`config.mk`:
```
export PLATFORM = sky130hd
export DESIGN_NAME = stopwatch_core
export DESIGN_NICKNAME = d
export VERILOG_FILES = /design/src/rtl/stopwatch_pkg.sv /design/src/rtl/bcd_time_counter.sv /design/src/rtl/stopwatch_core.sv
export SDC_FILE = /design/constraint.sdc
export NUM_CORES = 1
export LEC_CHECK = 0
export CAP_MARGIN = 20
export CORE_MARGIN = 1
export CORE_UTILIZATION = 50
export DETAILED_ROUTE_END_ITERATION = 16
export MAX_ROUTING_LAYER = met4
export PLACE_DENSITY = 0.75
export REMOVE_ABC_BUFFERS = 1
export SLEW_MARGIN = 10
export SYNTH_ARGS = -nofsm -noshare
export SYNTH_HDL_FRONTEND = slang
export SYNTH_SLANG_ARGS = --single-unit
```
`constraint.sdc`:
```
create_clock -name clk -period 2.9 [get_ports clk]
set_input_delay 0.58 -clock clk [delete_from_list [all_inputs] [get_ports clk]]
set_output_delay 0.58 -clock clk [all_outputs]
set_load 0.02 [all_outputs]
```
`src/rtl/stopwatch_pkg.sv`:
```
// Shared types and constants for the stopwatch engine: FSM states and BCD time digits.
// Digit order inside time_bcd_t is {m1,m0,s1,s0,c1,c0}, index 5 down to 0.
package stopwatch_pkg;

  typedef enum logic [1:0] {
    IDLE    = 2'd0,
    RUN     = 2'd1,
    PAUSE   = 2'd2,
    EXPIRED = 2'd3
  } sw_state_t;

  typedef logic [3:0] bcd_digit_t;
  typedef bcd_digit_t [5:0] time_bcd_t;

  localparam bcd_digit_t SEC_TENS_MAX = 4'd5;
  localparam bcd_digit_t DIGIT_MAX    = 4'd9;
  localparam int         SEC_TENS_IDX = 3;
  localparam time_bcd_t  TIME_MAX     = 24'h995999;

  // Highest legal value of the digit at position idx before it wraps.
  function automatic bcd_digit_t digit_limit(input int idx);
    return (idx == SEC_TENS_IDX) ? SEC_TENS_MAX : DIGIT_MAX;
  endfunction

endpackage

```
`src/rtl/bcd_time_counter.sv`:
```
// Combinational +/-1 centisecond step over a 6-digit BCD time, with range flags.
// Latency: zero cycles (pure combinational). Backpressure: none, no handshake.
module bcd_time_counter
  import stopwatch_pkg::*;
(
  input  time_bcd_t cur,
  input  logic      down,
  output time_bcd_t nxt,
  output logic      at_max,
  output logic      at_zero
);

  logic ripple;

  always_comb begin
    nxt    = cur;
    ripple = 1'b1;
    for (int i = 0; i < 6; i++) begin
      if (ripple) begin
        if (down) begin
          if (cur[i] == 4'd0) begin
            nxt[i] = digit_limit(i);
          end else begin
            nxt[i] = cur[i] - 4'd1;
            ripple = 1'b0;
          end
        end else begin
          if (cur[i] == digit_limit(i)) begin
            nxt[i] = 4'd0;
          end else begin
            nxt[i] = cur[i] + 4'd1;
            ripple = 1'b0;
          end
        end
      end
    end
  end

  assign at_max  = (cur == TIME_MAX);
  assign at_zero = (cur == '0);

endmodule

```
`src/rtl/stopwatch_core.sv`:
```
// Stopwatch/timer engine: run/pause FSM, tick divider, BCD time register, lap buffer.
// Latency: time updates the edge after a tick; lap_bcd is one cycle behind lap_sel. Backpressure: none, pulses acted on same cycle.
module stopwatch_core
  import stopwatch_pkg::*;
#(
  parameter int CLK_HZ    = 50_000_000,
  parameter int TICK_HZ   = 100,
  parameter int LAP_DEPTH = 4
) (
  input  logic                           clk,
  input  logic                           rst,
  input  logic                           btn_start,
  input  logic                           btn_lap,
  input  logic                           btn_clear,
  input  logic                           mode_down,
  input  logic                           preset_load,
  input  logic [23:0]                    preset_bcd,
  input  logic [$clog2(LAP_DEPTH)-1:0]   lap_sel,
  output logic [23:0]                    time_bcd,
  output logic [23:0]                    lap_bcd,
  output logic [$clog2(LAP_DEPTH):0]     lap_count,
  output logic                           lap_full,
  output logic                           running,
  output logic                           expired
);

  localparam int DIV   = CLK_HZ / TICK_HZ;
  localparam int DIV_W = $clog2(DIV);
  localparam logic [DIV_W-1:0] DIV_LAST = DIV_W'(DIV - 1);
  localparam int AW = $clog2(LAP_DEPTH);
  localparam int CW = AW + 1;
  localparam logic [CW-1:0] LAP_LIMIT = CW'(LAP_DEPTH);

  sw_state_t        state, state_n;
  time_bcd_t        cur_time, cnt_nxt;
  logic             cnt_at_max, cnt_at_zero;
  logic             dir_down;
  logic [DIV_W-1:0] div_cnt;
  logic [CW-1:0]    lap_cnt;
  time_bcd_t        lap_ram [LAP_DEPTH];
  logic             tick, tick_hold, lap_we, lap_store;

  bcd_time_counter u_cnt (
    .cur     (cur_time),
    .down    (dir_down),
    .nxt     (cnt_nxt),
    .at_max  (cnt_at_max),
    .at_zero (cnt_at_zero)
  );

  assign tick      = (state == RUN) && (div_cnt == DIV_LAST);
  // A tick at the end of the range holds the value rather than wrapping.
  assign tick_hold = dir_down ? cnt_at_zero : cnt_at_max;
  assign lap_we    = (state == RUN) && btn_lap && !btn_clear && !rst;
  assign lap_store = lap_we && (lap_cnt != LAP_LIMIT);

  always_comb begin
    state_n = state;
    if (btn_clear) begin
      state_n = IDLE;
    end else begin
      case (state)
        IDLE:    if (btn_start) state_n = (mode_down && cnt_at_zero) ? EXPIRED : RUN;
        RUN: begin
          if (btn_start) state_n = PAUSE;
          else if (tick && (tick_hold || (dir_down && cnt_nxt == '0))) state_n = EXPIRED;
        end
        // A pause landing on 00:00.00 while counting down must not borrow on resume.
        PAUSE:   if (btn_start) state_n = (dir_down && cnt_at_zero) ? EXPIRED : RUN;
        default: state_n = state;
      endcase
    end
  end

  always_ff @(posedge clk) begin
    if (rst) begin
      state    <= IDLE;
      running  <= 1'b0;
      expired  <= 1'b0;
      dir_down <= 1'b0;
    end else begin
      state   <= state_n;
      running <= (state_n == RUN);
      expired <= (state_n == EXPIRED);
      if (state == IDLE && btn_start && !btn_clear) dir_down <= mode_down;
    end
  end

  always_ff @(posedge clk) begin
    if (rst || btn_clear) begin
      cur_time <= '0;
    end else if ((state == IDLE || state == PAUSE) && !btn_start && preset_load) begin
      cur_time <= time_bcd_t'(preset_bcd);
    end else if (tick && !tick_hold) begin
      cur_time <= cnt_nxt;
    end
  end

  always_ff @(posedge clk) begin
    if (rst || btn_clear) begin
      div_cnt <= '0;
    end else if (state == RUN) begin
      div_cnt <= (div_cnt == DIV_LAST) ? '0 : div_cnt + 1'b1;
    end
  end

  always_ff @(posedge clk) begin
    if (rst || btn_clear) begin
      lap_cnt  <= '0;
      lap_full <= 1'b0;
    end else if (lap_we) begin
      if (lap_cnt == LAP_LIMIT) lap_full <= 1'b1;
      else                      lap_cnt  <= lap_cnt + 1'b1;
    end
  end

  always_ff @(posedge clk) begin
    if (lap_store) lap_ram[lap_cnt[AW-1:0]] <= cur_time;
  end

  always_ff @(posedge clk) begin
    if (rst) lap_bcd <= '0;
    else     lap_bcd <= lap_ram[lap_sel];
  end

  assign time_bcd  = cur_time;
  assign lap_count = lap_cnt;

endmodule
```
After elaboration in Yosys (flattened, before gate mapping)
Memory sizes are Yosys's and may differ from the RTL's. A register that Yosys moved wholly into a read port is not among the register bits.
Index checks and enable logic that the tools add are counted.
{"block": "totals", "regBits": 52, "latch_bits": 0, "mem_bits_rw": 96, "rom_bits": 0, "elab_cells": 132, "n_memories": 1}
{"block": "op_classes", "addsub": 14, "multipliers": 0, "n_div": 0, "n_lt_le_gt_ge": 0, "n_eq_ne": 14, "n_shift": 0, "n_mux": 56, "bitwise": 1, "reduce_logical": 33}
{"memory": "lap_ram", "words": 4, "width": 24, "rd": 1, "rd_ports_with_merged_regs": 1, "write_ports": 1, "line_no": "stopwatch_core.sv:40", "source": "time_bcd_t lap_ram [LAP_DEPTH];"}
{"cell": "2-to-1 mux 4 bit", "count": 23}
{"cell": "logical NOT 24 bit", "count": 2}
{"cell": "2-to-1 mux 24 bit", "count": 2}
{"cell": "adder 4 x 1 -> 4 bit (second input constant)", "count": 6}
{"cell": "equality test 24 bit (second input constant)", "count": 1}
{"cell": "logical NOT 4 bit", "count": 6}
{"cell": "subtractor 4 x 1 -> 4 bit (second input constant)", "count": 6}
{"cell": "2-to-1 mux 1 bit", "count": 22}
{"cell": "equality test 4 bit (second input constant)", "count": 5}
{"cell": "adder 19 x 1 -> 19 bit (second input constant)", "count": 1}
{"cell": "equality test 19 bit (second input constant)", "count": 1}
{"cell": "2-to-1 mux 19 bit", "count": 1}
{"cell": "logical AND 1 bit", "count": 14}
{"cell": "2-to-1 mux 2 bit", "count": 7}
{"cell": "one-hot mux 2 bit (3 select lines)", "count": 1}
{"cell": "equality test 2 x 1 -> 1 bit (second input constant)", "count": 2}
{"cell": "equality test 2 bit (second input constant)", "count": 2}
{"cell": "equality test 4 x 3 -> 1 bit (second input constant)", "count": 1}
{"cell": "logical NOT 1 bit", "count": 4}
{"cell": "AND reduction 2 bit", "count": 2}
{"cell": "adder 3 x 1 -> 3 bit (second input constant)", "count": 1}
{"cell": "equality test 3 bit (second input constant)", "count": 1}
{"cell": "logical OR 1 bit", "count": 3}
{"cell": "!= test 3 bit (second input constant)", "count": 1}
{"cell": "other kinds (3)", "count": 3}

Longest topological paths before layout
{"block": "depth", "word_depth": 17, "depth_mapped": 10}

By module
Synthesis repeated with hierarchy kept, for this count alone.
{"block": "hier_totals", "hier_cells": 703, "hier_area_um2": 8041.5}
{"mod": "stopwatch_core", "instances": 1, "cells_per_inst": 478, "area_per_inst_um2": 6670.1, "seq_area_each_um2": 4404.2}
{"mod": "bcd_time_counter", "instances": 1, "cells_per_inst": 225, "area_per_inst_um2": 1371.3, "seq_area_each_um2": 0.0}

Least setup slack after synthesis
No wires, ideal clock.
{"block": "synth_path", "kind": "flip-flop to flip-flop", "startpoint": "register cur_time (netlist bit time_bcd[3])", "endpoint": "register running", "setup_time_ns": 0.115, "arrival_ns": 2.863, "t_required_ns": 2.785, "slack_ns": -0.078, "stages_incl_launch_ff": 10, "cell_sequence": "dfxtp_1 -> clkbuf_1 -> nand3_1 -> o32a_1 -> buf_6 -> or4_4 -> a2111oi_4 -> o211ai_1 -> or4_4 -> and3_1"}
{"block": "synth_between", "elab_chain_cells": 17, "word_cells_on_any_way": 37}
{"element": "start, declared", "line_no": "stopwatch_core.sv:35", "source": "time_bcd_t cur_time, cnt_nxt;"}
{"element": "start signal, assigned", "line_no": "stopwatch_core.sv:93", "source": "cur_time <= time_bcd_t'(preset_bcd);"}
{"element": "start signal, assigned", "line_no": "stopwatch_core.sv:95", "source": "cur_time <= cnt_nxt;"}
{"element": "equality test 4 bit / logical NOT 4 bit (equally long branches)", "line_no": "bcd_time_counter.sv:28, bcd_time_counter.sv:21"}
{"element": "2-to-1 mux 1 bit, on equally long branches", "line_no": "bcd_time_counter.sv:28, bcd_time_counter.sv:21"}
{"element": "2-to-1 mux 1 bit", "line_no": "bcd_time_counter.sv:20", "source": "if (down) begin"}
{"element": "2-to-1 mux 1 bit (4 in a row)", "line_no": "bcd_time_counter.sv:19", "source": "if (ripple) begin"}
{"element": "2-to-1 mux 4 bit", "line_no": "bcd_time_counter.sv:19"}
{"element": "logical NOT 24 bit", "line_no": "stopwatch_core.sv:66", "source": "else if (tick && (tick_hold || (dir_down && cnt_nxt == '0))) state_n = EXPIRED;"}
{"element": "logical AND 1 bit", "line_no": "stopwatch_core.sv:66"}
{"element": "logical OR 1 bit", "line_no": "stopwatch_core.sv:66"}
{"element": "logical AND 1 bit", "line_no": "stopwatch_core.sv:66"}
{"element": "2-to-1 mux 2 bit", "line_no": "stopwatch_core.sv:66"}
{"element": "2-to-1 mux 2 bit", "line_no": "stopwatch_core.sv:65", "source": "if (btn_start) state_n = PAUSE;"}
{"element": "one-hot mux 2 bit (3 select lines) (*)", "line_no": "stopwatch_core.sv:62", "source": "case (state)"}
{"element": "2-to-1 mux 2 bit (*)", "line_no": "stopwatch_core.sv:59", "source": "if (btn_clear) begin"}
{"element": "equality test 2 x 1 -> 1 bit (*)", "line_no": "stopwatch_core.sv:83", "source": "running <= (state_n == RUN);"}
{"element": "end signal, assigned", "line_no": "stopwatch_core.sv:83"}
{"element": "end, declared", "line_no": "stopwatch_core.sv:23", "source": "output logic running,"}
Every way passes the cells marked *; elsewhere a longest branch is shown, timed or not.
A chain may end at the register's enable or synchronous reset.

Final worst setup path
Ends and elaborated chain as after synthesis.

==> out/qor.csv <==
metric;value;unit
status;complete, but fails checks;
violations;negative setup slack;
place_ws;-0.0878;ns
nets;873;
syn_to_final_growth;28.5;%
endpoint_kind;flop;
leakage;3.60;nW
drt_iter0_drc;575;
grt_usage;28.2;%
grt_pass1_wl;33.1;mm
grt_overflow;0;
clkTransAtPathRegs;0.07;ns
period_minus_slack;2.93;ns
rsz0062_at_grt;yes;
crit_type;reg2reg;
maxCapViolCount;0;
worstMarginPinSlew;0.631;ns
min_path_type;reg2reg;
timing.rr.start;time_bcd[3];
num_vias;6272;
fin_area;10100;sq um
pwr-share-comb;8.7;%
core;15300;sq um
synth_top_area_cell;edfxtp_1;
synthCells;693;
critical_path.max_fanout;6;
finalSetupViolCount;1;
synth_edf_count;96;
cts_inserted_buffers;17;
drc;0;
first_global_vias;6059;
cts_buffer_depth;2;
startpoint_type;flop;
reg2regPathDepth;7;
switchingPower;1.28;mW
core.rowCount;45;
diodes;0;
tns;-0.0272;ns
die_w;127;um
power;5.30;mW
pwr-share-seq;49.1;%
yosys_register_bits;172;
hold_slack;0.489;ns
port_buffers;86;
r2r_end;running;
netlist_area;7870;sq um
layout-drive-gt1-share;18.9;%
fp.dieH;127;um
synth_cell_types;71;
crit_end;running;
wl_per_cell;20.0;um
hold_viol;0;
ir_worst_vdd;0.401;mV
antenna_found_initial;1;
dpl.cell_count;1027;
skew;0.0122;ns
powerDensity;525;nW/um^2
crit_start;time_bcd[3];
dieArea;16200;sq um
wl;21.2;mm
synth_top_area_share;36.6;%
gp_congestion;0.905;
io_pins;87;
internal_power;4.02;mW
regToRegSetupSlack;-0.03;ns
slew_violations;0;
fmax;342;MHz
clkLatencyLatePin;0.44;ns
cts_tree;yes;
htree_num_levels;4;
synth_warnings;0;
arrival;3.26;ns
pwr-share-clk;42.3;%
postLayoutCoreUtil;66.2;%
fin_cells;1059;
setup_ws;-0.0272;ns
grt_max_degree;28;
initial_core_util;51.6;%
synth-seq-area-share;56.0;%
cts-hold-fix-buffers;0;
synth_area_per_cell;11.4;sq um
p_sw_share;24.1;%
fin_crit_sh;101;%
dr.pass1.iters;5;
cp.required;3.23;ns
cts_root_buffer;clkbuf_16;
synthFlopType;edfxtp_1;
place_area;9480;sq um
synthTopCellsByArea;edfxtp_1 37%, dfxtp_1 19%, mux4_2 6.9%;
hpwlAfterDp;14.4;mm
async_flop_share;0;%
cts_sinks;172;
ant_nets;0;
viasPerCell;5.92;
relSlewSlack;57.6;%
==> power by group through the flow <==
| stage | Clock [mW] | Sequential, mW | Combinational, mW |
|---|---|---|---|
| after floorplan | 0 | 2.70 | 0.166 |
| after global placement | 0 | 2.65 | 0.446 |
| after detailed placement | 0 | 2.65 | 0.450 |
| after CTS | 2.26 | 2.60 | 0.453 |
| after global routing | 2.37 | 2.60 | 0.492 |
| final | 2.24 | 2.60 | 0.459 |
==> routing by layer <==
| layer | up-vias | track usage (%) | part of all wire [%] |
|---|---|---|---|
| li1 | 2888 | - | - |
| met1 | 3107 | 37.4 | 45 |
| met2 | 231 | 43.4 | 47 |
| met3 | 46 | 4.36 | 5.3 |
| met4 | 0 | 11.6 | 2.5 |
| met5 | - | - | 0 |
==> cell type report <==
type,count,area [sq um]
Timing Repair Buffer,171,1540
Sequential cell,172,4400
Clock buffer,20,447
Multi-Input combinational cell,458,3270
Clock inverter,12,128
Fill cell,1159,5150
Tap cell,211,264
Inverter,15,56.3
==> cells in the mapped netlist (10+ instances only) <==
cell,number
edfxtp_1,96
dfxtp_1,76
nor2_1,64
nand2_1,43
clkbuf_1,40
a21oi_1,39
nor2b_1,30
o21ai_0,30
mux4_2,24
nor3_1,19
xor2_1,18
inv_1,15
nand3_1,13
a22oi_1,11
a31oi_1,11
nor4_1,10
==> what timing repair did <==
action | CTS | global route
gates resized for setup | 1 | 9
setup buffers | 0 | 0
endpoints found under the setup margin | 3 | 6
==> placed cells by master, fill, tap and decap left out, types with 5 or more instances in the layout <==
cell / count
nand2b_1: 6
nor3_1: 19
mux4_2: 24
clkbuf_16: 17
xnor2_1: 8
clkdlybuf4s50_1: 85
nor2b_1: 30
o211ai_1: 5
edfxtp_1: 96
nand2_1: 43
and3_1: 5
o21ai_0: 30
mux2i_1: 6
nor4_1: 9
nor2_1: 64
a31oi_1: 11
inv_6: 5
buf_4: 81
nand3_1: 13
ha_1: 5
xor2_1: 18
dfxtp_1: 76
nand3b_1: 6
a21oi_1: 38
o31ai_1: 5
nand4_1: 9
and2_1: 9
a22oi_1: 11
inv_1: 15
==> flip-flops by register name, indices dropped and copies added (netlist names) <==
| signal | count |
|---|---|
| lap_count | 3 |
| div_cnt | 19 |
| time_bcd | 24 |
| state | 2 |
| dir_down | 1 |
| lap_full | 1 |
| expired | 1 |
| lap_ram | 96 |
| lap_bcd | 24 |
| running | 1 |
==> how the worst min path moves through the flow <==
stage                     slack, ns          end   startpoint  cells after the start
after floorplan                0.48  div_cnt[18]  div_cnt[18]                      2
after global placement         0.46     lap_full     lap_full                      2
after detailed placement       0.47     lap_full     lap_full                      2
after CTS                      0.49     lap_full     lap_full                      2
after global routing           0.51     lap_full     lap_full                      2
final                          0.49     lap_full     lap_full                      2
==> logic make-up (layout without fill, tap and decap cells) <==
group	count (synthesis)	count (layout)	synth area share, %
XOR/XNOR	26	26	2.89
flip-flops	172	172	56.0
AND/OR/NAND/NOR	249	249	16.9
buffers and inverters	63	218	3.13
AO/OA/AOI/OAI	148	148	12.6
adder cells (fa/ha/maj)	5	5	0.795
multiplexers	30	30	7.63
==> worst max-delay path, cell delays in order, from the launching register on <==
cell and delay [ns]:
dfxtp_1 0.33, or2_1 0.25, o32a_2 0.45, or4_4 0.58, a2111oi_4 0.33, o211ai_1 0.15
or4_4 0.54, and3_1 0.20
Power figures use the tool's default switching activity.
